==> config.mk <==
export PLATFORM = sky130hd
export DESIGN_NAME = div_iter
export DESIGN_NICKNAME = d
export VERILOG_FILES = /design/src/rtl/div_iter.sv
export SDC_FILE = /design/constraint.sdc
export NUM_CORES = 1
export LEC_CHECK = 0
export ABC_AREA = 1
export BUFFER_PORTS_ARGS = -buffer_cell sky130_fd_sc_hd__buf_2
export CORE_UTILIZATION = 35
export CTS_BUF_LIST = sky130_fd_sc_hd__clkbuf_16
export CTS_CLUSTER_SIZE = 16
export DETAILED_ROUTE_END_ITERATION = 8
export REMOVE_ABC_BUFFERS = 1
export SLEW_MARGIN = 5
export SYNTH_ARGS = -nofsm -noshare
export SYNTH_HDL_FRONTEND = slang
export SYNTH_SLANG_ARGS = --single-unit
==> constraint.sdc <==
create_clock -name clk -period 2.5 [get_ports clk]
set_input_delay 0.375 -clock clk [delete_from_list [all_inputs] [get_ports clk]]
set_output_delay 0.375 -clock clk [all_outputs]
set_load 0.05 [all_outputs]
==> src/rtl/div_iter.sv <==
// -----------------------------------------------------------------------------
// div_iter
//   Multi-cycle radix-2 restoring divider for DIV/DIVU in the EX stage.
//   HI takes the remainder, LO takes the quotient. busy stalls the pipeline
//   while a divide is in flight; cancel kills it on exception or flush.
//
//   Sequence: IDLE -> CALC (WIDTH cycles) -> FIX (1) -> DONE (1) -> IDLE.
//   A new request is accepted in IDLE or DONE, so back-to-back divides
//   need no idle cycle in between.
//
// Ports
//   clk         rising-edge clock
//   rst         synchronous, active-high reset
//   start       request a divide (accepted only in IDLE or DONE, cancel low)
//   signed_div  1 = DIV (two's complement), 0 = DIVU; sampled with start
//   dividend    sampled with start
//   divisor     sampled with start
//   cancel      abort the current op; no result is written
//   busy        high in CALC and FIX
//   done        one-cycle pulse; quotient/remainder valid
//   quotient    LO value, held until the next done
//   remainder   HI value, held until the next done
//
// Configuration
//   DIV_ZERO_FAST_EN : a zero divisor skips CALC and goes straight to FIX
//                      with the same result values as the full iteration.
// -----------------------------------------------------------------------------
module div_iter #(
   parameter int WIDTH = 32
) (
   input  logic             clk,
   input  logic             rst,
   input  logic             start,
   input  logic             signed_div,
   input  logic [WIDTH-1:0] dividend,
   input  logic [WIDTH-1:0] divisor,
   input  logic             cancel,
   output logic             busy,
   output logic             done,
   output logic [WIDTH-1:0] quotient,
   output logic [WIDTH-1:0] remainder
);

   localparam int CW = (WIDTH > 1) ? $clog2(WIDTH) : 1;
   localparam logic [CW-1:0] LAST = CW'(WIDTH - 1);

   typedef enum logic [1:0] {
      IDLE = 2'd0,
      CALC = 2'd1,
      FIX  = 2'd2,
      DONE = 2'd3
   } state_t;

   state_t state, state_nx, first_state;

   logic [CW-1:0]    count;
   logic [WIDTH-1:0] rem;       // partial remainder
   logic [WIDTH-1:0] quo;       // dividend bits shifting out, quotient bits shifting in
   logic [WIDTH-1:0] dvs_mag;
   logic             neg_q;
   logic             neg_r;

   logic             accept;
   logic [WIDTH-1:0] dvd_mag_in;
   logic [WIDTH-1:0] dvs_mag_in;

   // One extra bit so the shifted remainder cannot overflow when the
   // divisor magnitude is above 2^(WIDTH-1).
   logic [WIDTH:0]   rem_shift;
   logic [WIDTH:0]   diff;
   logic             ge;
   logic [WIDTH-1:0] rem_nx;
   logic [WIDTH-1:0] quo_nx;

   assign accept = start & ~cancel & ((state == IDLE) | (state == DONE));

   // Magnitudes fit in WIDTH unsigned bits; the most negative value maps to
   // itself, which is its exact magnitude when read as unsigned.
   assign dvd_mag_in = (signed_div & dividend[WIDTH-1]) ? -dividend : dividend;
   assign dvs_mag_in = (signed_div & divisor[WIDTH-1])  ? -divisor  : divisor;

`ifdef DIV_ZERO_FAST_EN
   logic div_zero;
   assign div_zero    = (divisor == '0);
   assign first_state = div_zero ? FIX : CALC;
`else
   assign first_state = CALC;
`endif

   // One restoring step: shift, trial subtract, keep the difference when it
   // did not borrow. A zero divisor never borrows, which yields all-ones
   // quotient and the dividend as remainder.
   assign rem_shift = {rem, quo[WIDTH-1]};
   assign diff      = rem_shift - {1'b0, dvs_mag};
   assign ge        = ~diff[WIDTH];
   assign rem_nx    = ge ? diff[WIDTH-1:0] : rem_shift[WIDTH-1:0];
   assign quo_nx    = {quo[WIDTH-2:0], ge};

   // NOTE: every registered signal uses non-blocking assignment so all
   // flops update together from pre-edge values.
   always_ff @(posedge clk) begin
      if (rst) state <= IDLE;
      else     state <= state_nx;
   end

   // NOTE: the default assignment first keeps this block free of latches
   // on paths where no case arm writes state_nx.
   always_comb begin
      state_nx = state;
      unique case (state)
         IDLE:    if (accept) state_nx = first_state;
         CALC:    if (count == LAST) state_nx = FIX;
         FIX:     state_nx = DONE;
         DONE:    state_nx = accept ? first_state : IDLE;
         default: state_nx = IDLE;
      endcase
      // Abort wins over every other transition, including a same-cycle start.
      if (cancel) state_nx = IDLE;
   end

   // NOTE: the datapath registers are cleared on reset too, so a reset in
   // mid-operation leaves no stale operand or result visible.
   always_ff @(posedge clk) begin
      if (rst) begin
         count     <= '0;
         rem       <= '0;
         quo       <= '0;
         dvs_mag   <= '0;
         neg_q     <= 1'b0;
         neg_r     <= 1'b0;
         quotient  <= '0;
         remainder <= '0;
      end else if (accept) begin
         count   <= '0;
         rem     <= '0;
         quo     <= dvd_mag_in;
         dvs_mag <= dvs_mag_in;
         neg_q   <= signed_div & (dividend[WIDTH-1] ^ divisor[WIDTH-1]);
         neg_r   <= signed_div & dividend[WIDTH-1];
`ifdef DIV_ZERO_FAST_EN
         // Preload the values the full iteration would have produced.
         if (div_zero) begin
            quo <= '1;
            rem <= dvd_mag_in;
         end
`endif
      end else if (!cancel && state == CALC) begin
         rem   <= rem_nx;
         quo   <= quo_nx;
         count <= count + 1'b1;
      end else if (!cancel && state == FIX) begin
         // Quotient is negative when operand signs differ; remainder
         // follows the dividend sign.
         quotient  <= neg_q ? -quo : quo;
         remainder <= neg_r ? -rem : rem;
      end
   end

   assign busy = (state == CALC) | (state == FIX);
   assign done = (state == DONE);

endmodule
After elaboration in Yosys (flattened, before gate mapping)
Index checks and enable logic that the tools add are counted.

Output and inout port bits: 66. Input port bits: 69. Register bits: 169.

Mux-type cells: 11. Reductions and logical operators: 9. Equality and inequality tests: 6. Bitwise gates (word level): 12. Add/subtract/negate cells: 6.

Operator list (number): 32-bit 2-to-1 mux (7); 32-bit negation (4); 33-bit by 32-bit subtractor with 33-bit output (1); 2-bit one-hot mux with 4 select lines (1); 5-bit by 1-bit adder with 5-bit output (second input constant) (1); 1-bit bitwise AND (5); 5-bit equality test (second input constant) (1); 2-bit equality test (second input constant) (2); 2-bit 2-to-1 mux (2); 2-bit inequality test (second input constant) (2); 1-bit NOT (4); 2-bit OR reduction (2); 3-bit AND reduction (1); 2-bit by 1-bit equality test with 1-bit output (second input constant) (1); 1-bit logical AND (2); 2-bit logical NOT (1); 1-bit OR (2); 2-bit AND reduction (1); 2-bit nonzero test (1); 1-bit logical NOT (1); 1-bit 2-to-1 mux (1); 1-bit bitwise XOR (1).

Logic depth before layout (Yosys ltp)
Word-level depth: 5. Mapped depth: 19. Mapped depth without buffers: 18.

Worst setup path after synthesis
OpenSTA, ideal clock, no wires.

Kind: reg2reg. From: register state[0]. To: register quotient[7]. Data required time: 2.383 ns. Clock period less this slack: 2.335 ns. Data arrival time: 2.218 ns. Library setup time: 0.117 ns. Cell stages (with the launch flop): 13. Slack: 0.165 ns. Cells stage by stage: dfxtp_1 -> inv_1 -> ha_1 -> nor2_4 -> inv_4 -> nand2_4 -> inv_4 -> nand3_4 -> inv_2 -> clkbuf_1 -> o21ai_0 -> o221ai_1 -> inv_1.

Cells in the longest elaborated chain, start to end: 5.

Ends and longest elaborated chain: start: declaration (line 54) `state_t state, state_nx, first_state;`; start signal: assignment (line 103) `else state <= state_nx;`; 2-bit equality test / 2-bit logical NOT (equally long branches) (line 75) `assign accept = start & ~cancel & ((state == IDLE) | (state == DONE));`; 1-bit OR (line 75); 1-bit bitwise AND (line 75); 1-bit NOT (no line); 3-bit AND reduction (no line) *; end signal: assignment (line 154) `quotient <= neg_q ? -quo : quo;`; end: declaration (line 40) `output logic [WIDTH-1:0] quotient,`.

Every way passes the cells marked *; elsewhere a longest branch is shown, timed or not. A chain may end at the register's enable or synchronous reset.

Worst setup path after layout
From: register rem[16]. To: register rem[19].

Cells in the longest elaborated chain, start to end: 2.

Ends and longest elaborated chain: start: declaration (line 57) `logic [WIDTH-1:0] rem;`; start signal: assignment (line 148) `rem <= rem_nx;`; 33-bit by 32-bit subtractor with 33-bit output (line 94) `assign diff = rem_shift - {1'b0, dvs_mag};`; 32-bit 2-to-1 mux (line 96) `assign rem_nx = ge ? diff[WIDTH-1:0] : rem_shift[WIDTH-1:0];`.

No other way between the ends.

==> summary.txt <==
Setup path
  – Required @ worst endpoint: 2830 ps
  – Crit path largest cell delay: 390 ps
  – Highest fanout seen on the critical path: 7
  – Data arrival time of the critical path: 2680 ps
  – Startpoint types: flop
  – Startpoint-to-endpoint class of the critical path: flop to flop
  – Cell with the largest stage delay on the worst path: sky130_fd_sc_hd__ha_1
  – Crit-path cells: ha_1 -> nand2_1 -> nand2_1 -> nand2_1 -> nand2_1 -> nand2_1 -> nand2_1 -> a21oi_1 -> nand3_1 -> nand2_4 -> buf_4 -> nand2_1 -> nand3_1 -> a21oi_1
  – Critical Path Source: rem[16]
  – Most common cell type on the critical path: sky130_fd_sc_hd__nand2_1
  – Worst reg2reg startpoint: rem[16]
  – Minimum setup slack among reg-to-reg paths: 150 ps
  – Endpoint type of the worst setup path: flop

Routing
  – First drt pass iteration count: 6
  – Total wire length after detailed routing: 41900 um
  – Iter 0 DRT Violations: 1116
  – Detail Route Antenna Nets: 0
  – Count of vias placed by the detailed router: 13.59k
  – Wire length per cell after detailed routing: 15.45 um
  – Vias/cell: 5.012
  – Drc violations: 0

Floorplanning
  – Initial core utilization: 35.84%
  – Total die area: 36480 sq um
  – Die X-Extent: 191.0 um
  – Die height: 191.0 um
  – I/O pin cnt: 135
  – Row count: 68
  – Core Box Area: 34880 sq um

Timing
  – Pins over their slew limit: 0
  – Final-layout setup total negative slack: 0 ps
  – Worst relative slew slack: 54.31%
  – Minimum setup slack in the final design: 151.6 ps
  – Final setup vio count: 0
  – Final worst path period share: 93.94%
  – Clock skew: 14.14 ps
  – Hold Slack: 201.0 ps
  – Number of hold-slack violations in the final timing report: 0
  – Fmax achieved: 425.8 MHz
  – Post-layout min period: 2348 ps
  – Unrepaired setup endpoints after global routing: no
  – Worst slew pin tran: 684.6 ps

Place
  – Cell area after placement: 14020 sq um
  – Count of port buffers added during placement: 134
  – Dpl hpwl: 33070 um
  – Routability cong.: 0.9485
  – Worst setup slack after placement: 110.3 ps
  – Cell count after placement: 2676

Yosys
  – Post-Syn Area per Cell: 5.990 sq um
  – Number of flops mapped to enable cells by yosys: 0
  – Post-Synthesis Cell Area: 12500 sq um
  – Share of flip-flops with an asynchronous set or reset: 0%
  – Count of different cell masters after synthesis: 52
  – Synthesized netlist cell count: 2087
  – Warnings from Yosys: 0
  – Share of synthesized area occupied by flip-flops and latches: 27.06%
  – Flip-flop cell with the highest count after synthesis: sky130_fd_sc_hd__dfxtp_1
  – Register bit total from synthesis: 169

Run
  – Number of violations of the max-capacitance limit: 0

Global route
  – Global-route wire length before repair: 66240 um
  – Initial antenna violation count: 4
  – Grt total ovfl: 0
  – Maximum number of pins on one net before global-route repair: 80
  – GRT Overall Usage: 23.26%
  – Vias in the first global route: 12.23k

Clock tree
  – Number of H-tree levels: 4
  – Number of hold buffers added after cts: 0
  – Clock Sinks: 169
  – Maximum buffer depth of the clock tree: 2
  – Buffer count from post-CTS setup fixing: 0
  – Resized Gates After CTS: 0
  – Clock root cell: sky130_fd_sc_hd__clkbuf_16
  – Clock buffers created by TritonCTS: 17
  – Clock tree from TritonCTS: built
  – Clk_lat worst skew: 460 ps
  – Clock input transition at the sequential cells of the worst setup and hold paths: 80 ps

Cells and area
  – Count of filler cells inserted in the layout: 3825
  – Fraction of layout cells with a size suffix above 1: 13.36%
  – Area growth from synthesis to final layout: 17.54%
  – Post-layout instance count excluding filler cells: 2712
  – Flip-flop and latch area: 3386 sq um
  – Final design area excluding fillers: 14700 sq um
  – Total area of multi-input combinational cells: 7425 sq um
  – Final nets: 2352
  – End-of-flow core utilization: 42.13%

Power and ir drop
  – Post-layout power: 7.942 mW
  – Largest voltage drop on the vdd net: 0.4842 mV
  – Pwr Density: 540.5 nW/um^2
  – LEAKAGE: 7.451 nW

Run status
  – Result of the run: finished clean

Min path
  – Beginning of the worst hold path: dividend[16]
  – Class of the tightest hold or removal check: input port to flop
## layer usage
layer	up-vias	share of wire, %	track usage, %
li1	6972	-	-
met1	6206	47	32.14
met2	375	45	37.30
met3	39	6.0	3.305
met4	0	1.6	6.585
met5	-	0	0
## synth_stat cells (7+ instances only)
| cell type | number | share of area [%] |
|---|---|---|
| sky130_fd_sc_hd__a21oi_1 | 134 | 5.4 |
| sky130_fd_sc_hd__buf_2 | 15 | 0.60 |
| sky130_fd_sc_hd__clkbuf_1 | 42 | 1.3 |
| sky130_fd_sc_hd__dfxtp_1 | 169 | 27 |
| sky130_fd_sc_hd__ha_1 | 42 | 4.2 |
| sky130_fd_sc_hd__inv_1 | 365 | 11 |
| sky130_fd_sc_hd__nand2_1 | 593 | 18 |
| sky130_fd_sc_hd__nand2_2 | 16 | 0.80 |
| sky130_fd_sc_hd__nand3_1 | 134 | 5.4 |
| sky130_fd_sc_hd__nand3b_1 | 9 | 0.54 |
| sky130_fd_sc_hd__nand4_1 | 15 | 0.75 |
| sky130_fd_sc_hd__nor2_1 | 177 | 5.3 |
| sky130_fd_sc_hd__nor3_1 | 32 | 1.3 |
| sky130_fd_sc_hd__nor3_2 | 7 | 0.56 |
| sky130_fd_sc_hd__nor4_1 | 7 | 0.35 |
| sky130_fd_sc_hd__o211ai_1 | 12 | 0.72 |
| sky130_fd_sc_hd__o21a_1 | 10 | 0.60 |
| sky130_fd_sc_hd__o21ai_0 | 124 | 5.0 |
| sky130_fd_sc_hd__o221ai_1 | 15 | 1.1 |
| sky130_fd_sc_hd__o22ai_1 | 36 | 1.8 |
| sky130_fd_sc_hd__xor2_1 | 41 | 2.9 |
## where the power goes
group / total (mW) / internal [mW] / switching (mW)
registers: 2.89 / 2.81 / 0.0786
clock network: 2.92 / 1.54 / 1.38
logic: 2.14 / 0.670 / 1.46
total: 7.94 / 5.02 / 2.92
## layout make-up
type	instances	area share, %
clock buffers	17	2.895
repair buffers	203	8.685
clock inverters	15	1.396
multi-input cells	1478	50.52
well taps	455	3.874
inverters	371	9.519
flip-flops and latches	169	23.04
diodes	4	0.06811
## flip-flops by register name (all words and copies together) (netlist names)
register	cells
neg_q	1
state	2
remainder	32
neg_r	1
dvs_mag	32
rem	32
count	5
quo	32
quotient	32
## kinds of logic after synthesis
kind of cell             count (synthesis)  synth area share (%)
AO/OA/AOI/OAI                          370                 16.89
XOR/XNOR                                47                 3.293
adder cells (fa/ha/maj)                 43                 4.363
buffers and inverters                  440                 13.82
flip-flops                             169                 27.06
AND/OR/NAND/NOR                       1018                 34.57
## placed cells by master (no fill, tap or decap), drive strengths merged, types with 8 or more instances in the layout
master | netlist | routed
a21oi | 139 | 139
buf | 27 | 203
clkbuf | 42 | 17
dfxtp | 169 | 169
ha | 42 | 42
inv | 371 | 377
nand2 | 612 | 612
nand3 | 135 | 135
nand3b | 9 | 9
nand4 | 15 | 15
nor2 | 186 | 186
nor3 | 39 | 39
nor4 | 8 | 8
o211ai | 12 | 12
o21a | 10 | 10
o21ai | 130 | 130
o221ai | 15 | 15
o22ai | 36 | 36
xor2 | 41 | 41
## critical path, delay by kind of cell (launching register included)
kind,cells,cell delay [ps]
DFF,1,370
adders and majority gates,1,390
AOI/OAI and AO/OA,2,390
and+or+nand+nor,10,920
buffers and inverters,1,160
## worst paths after layout
check / to / depth (start not counted)
max reg2reg: rem[19] / 14
max: rem[19] / 14
min reg2reg: dvs_mag[30] / 2
min: quo[16] / 3
No activity file was read; power rests on OpenSTA's default activity.
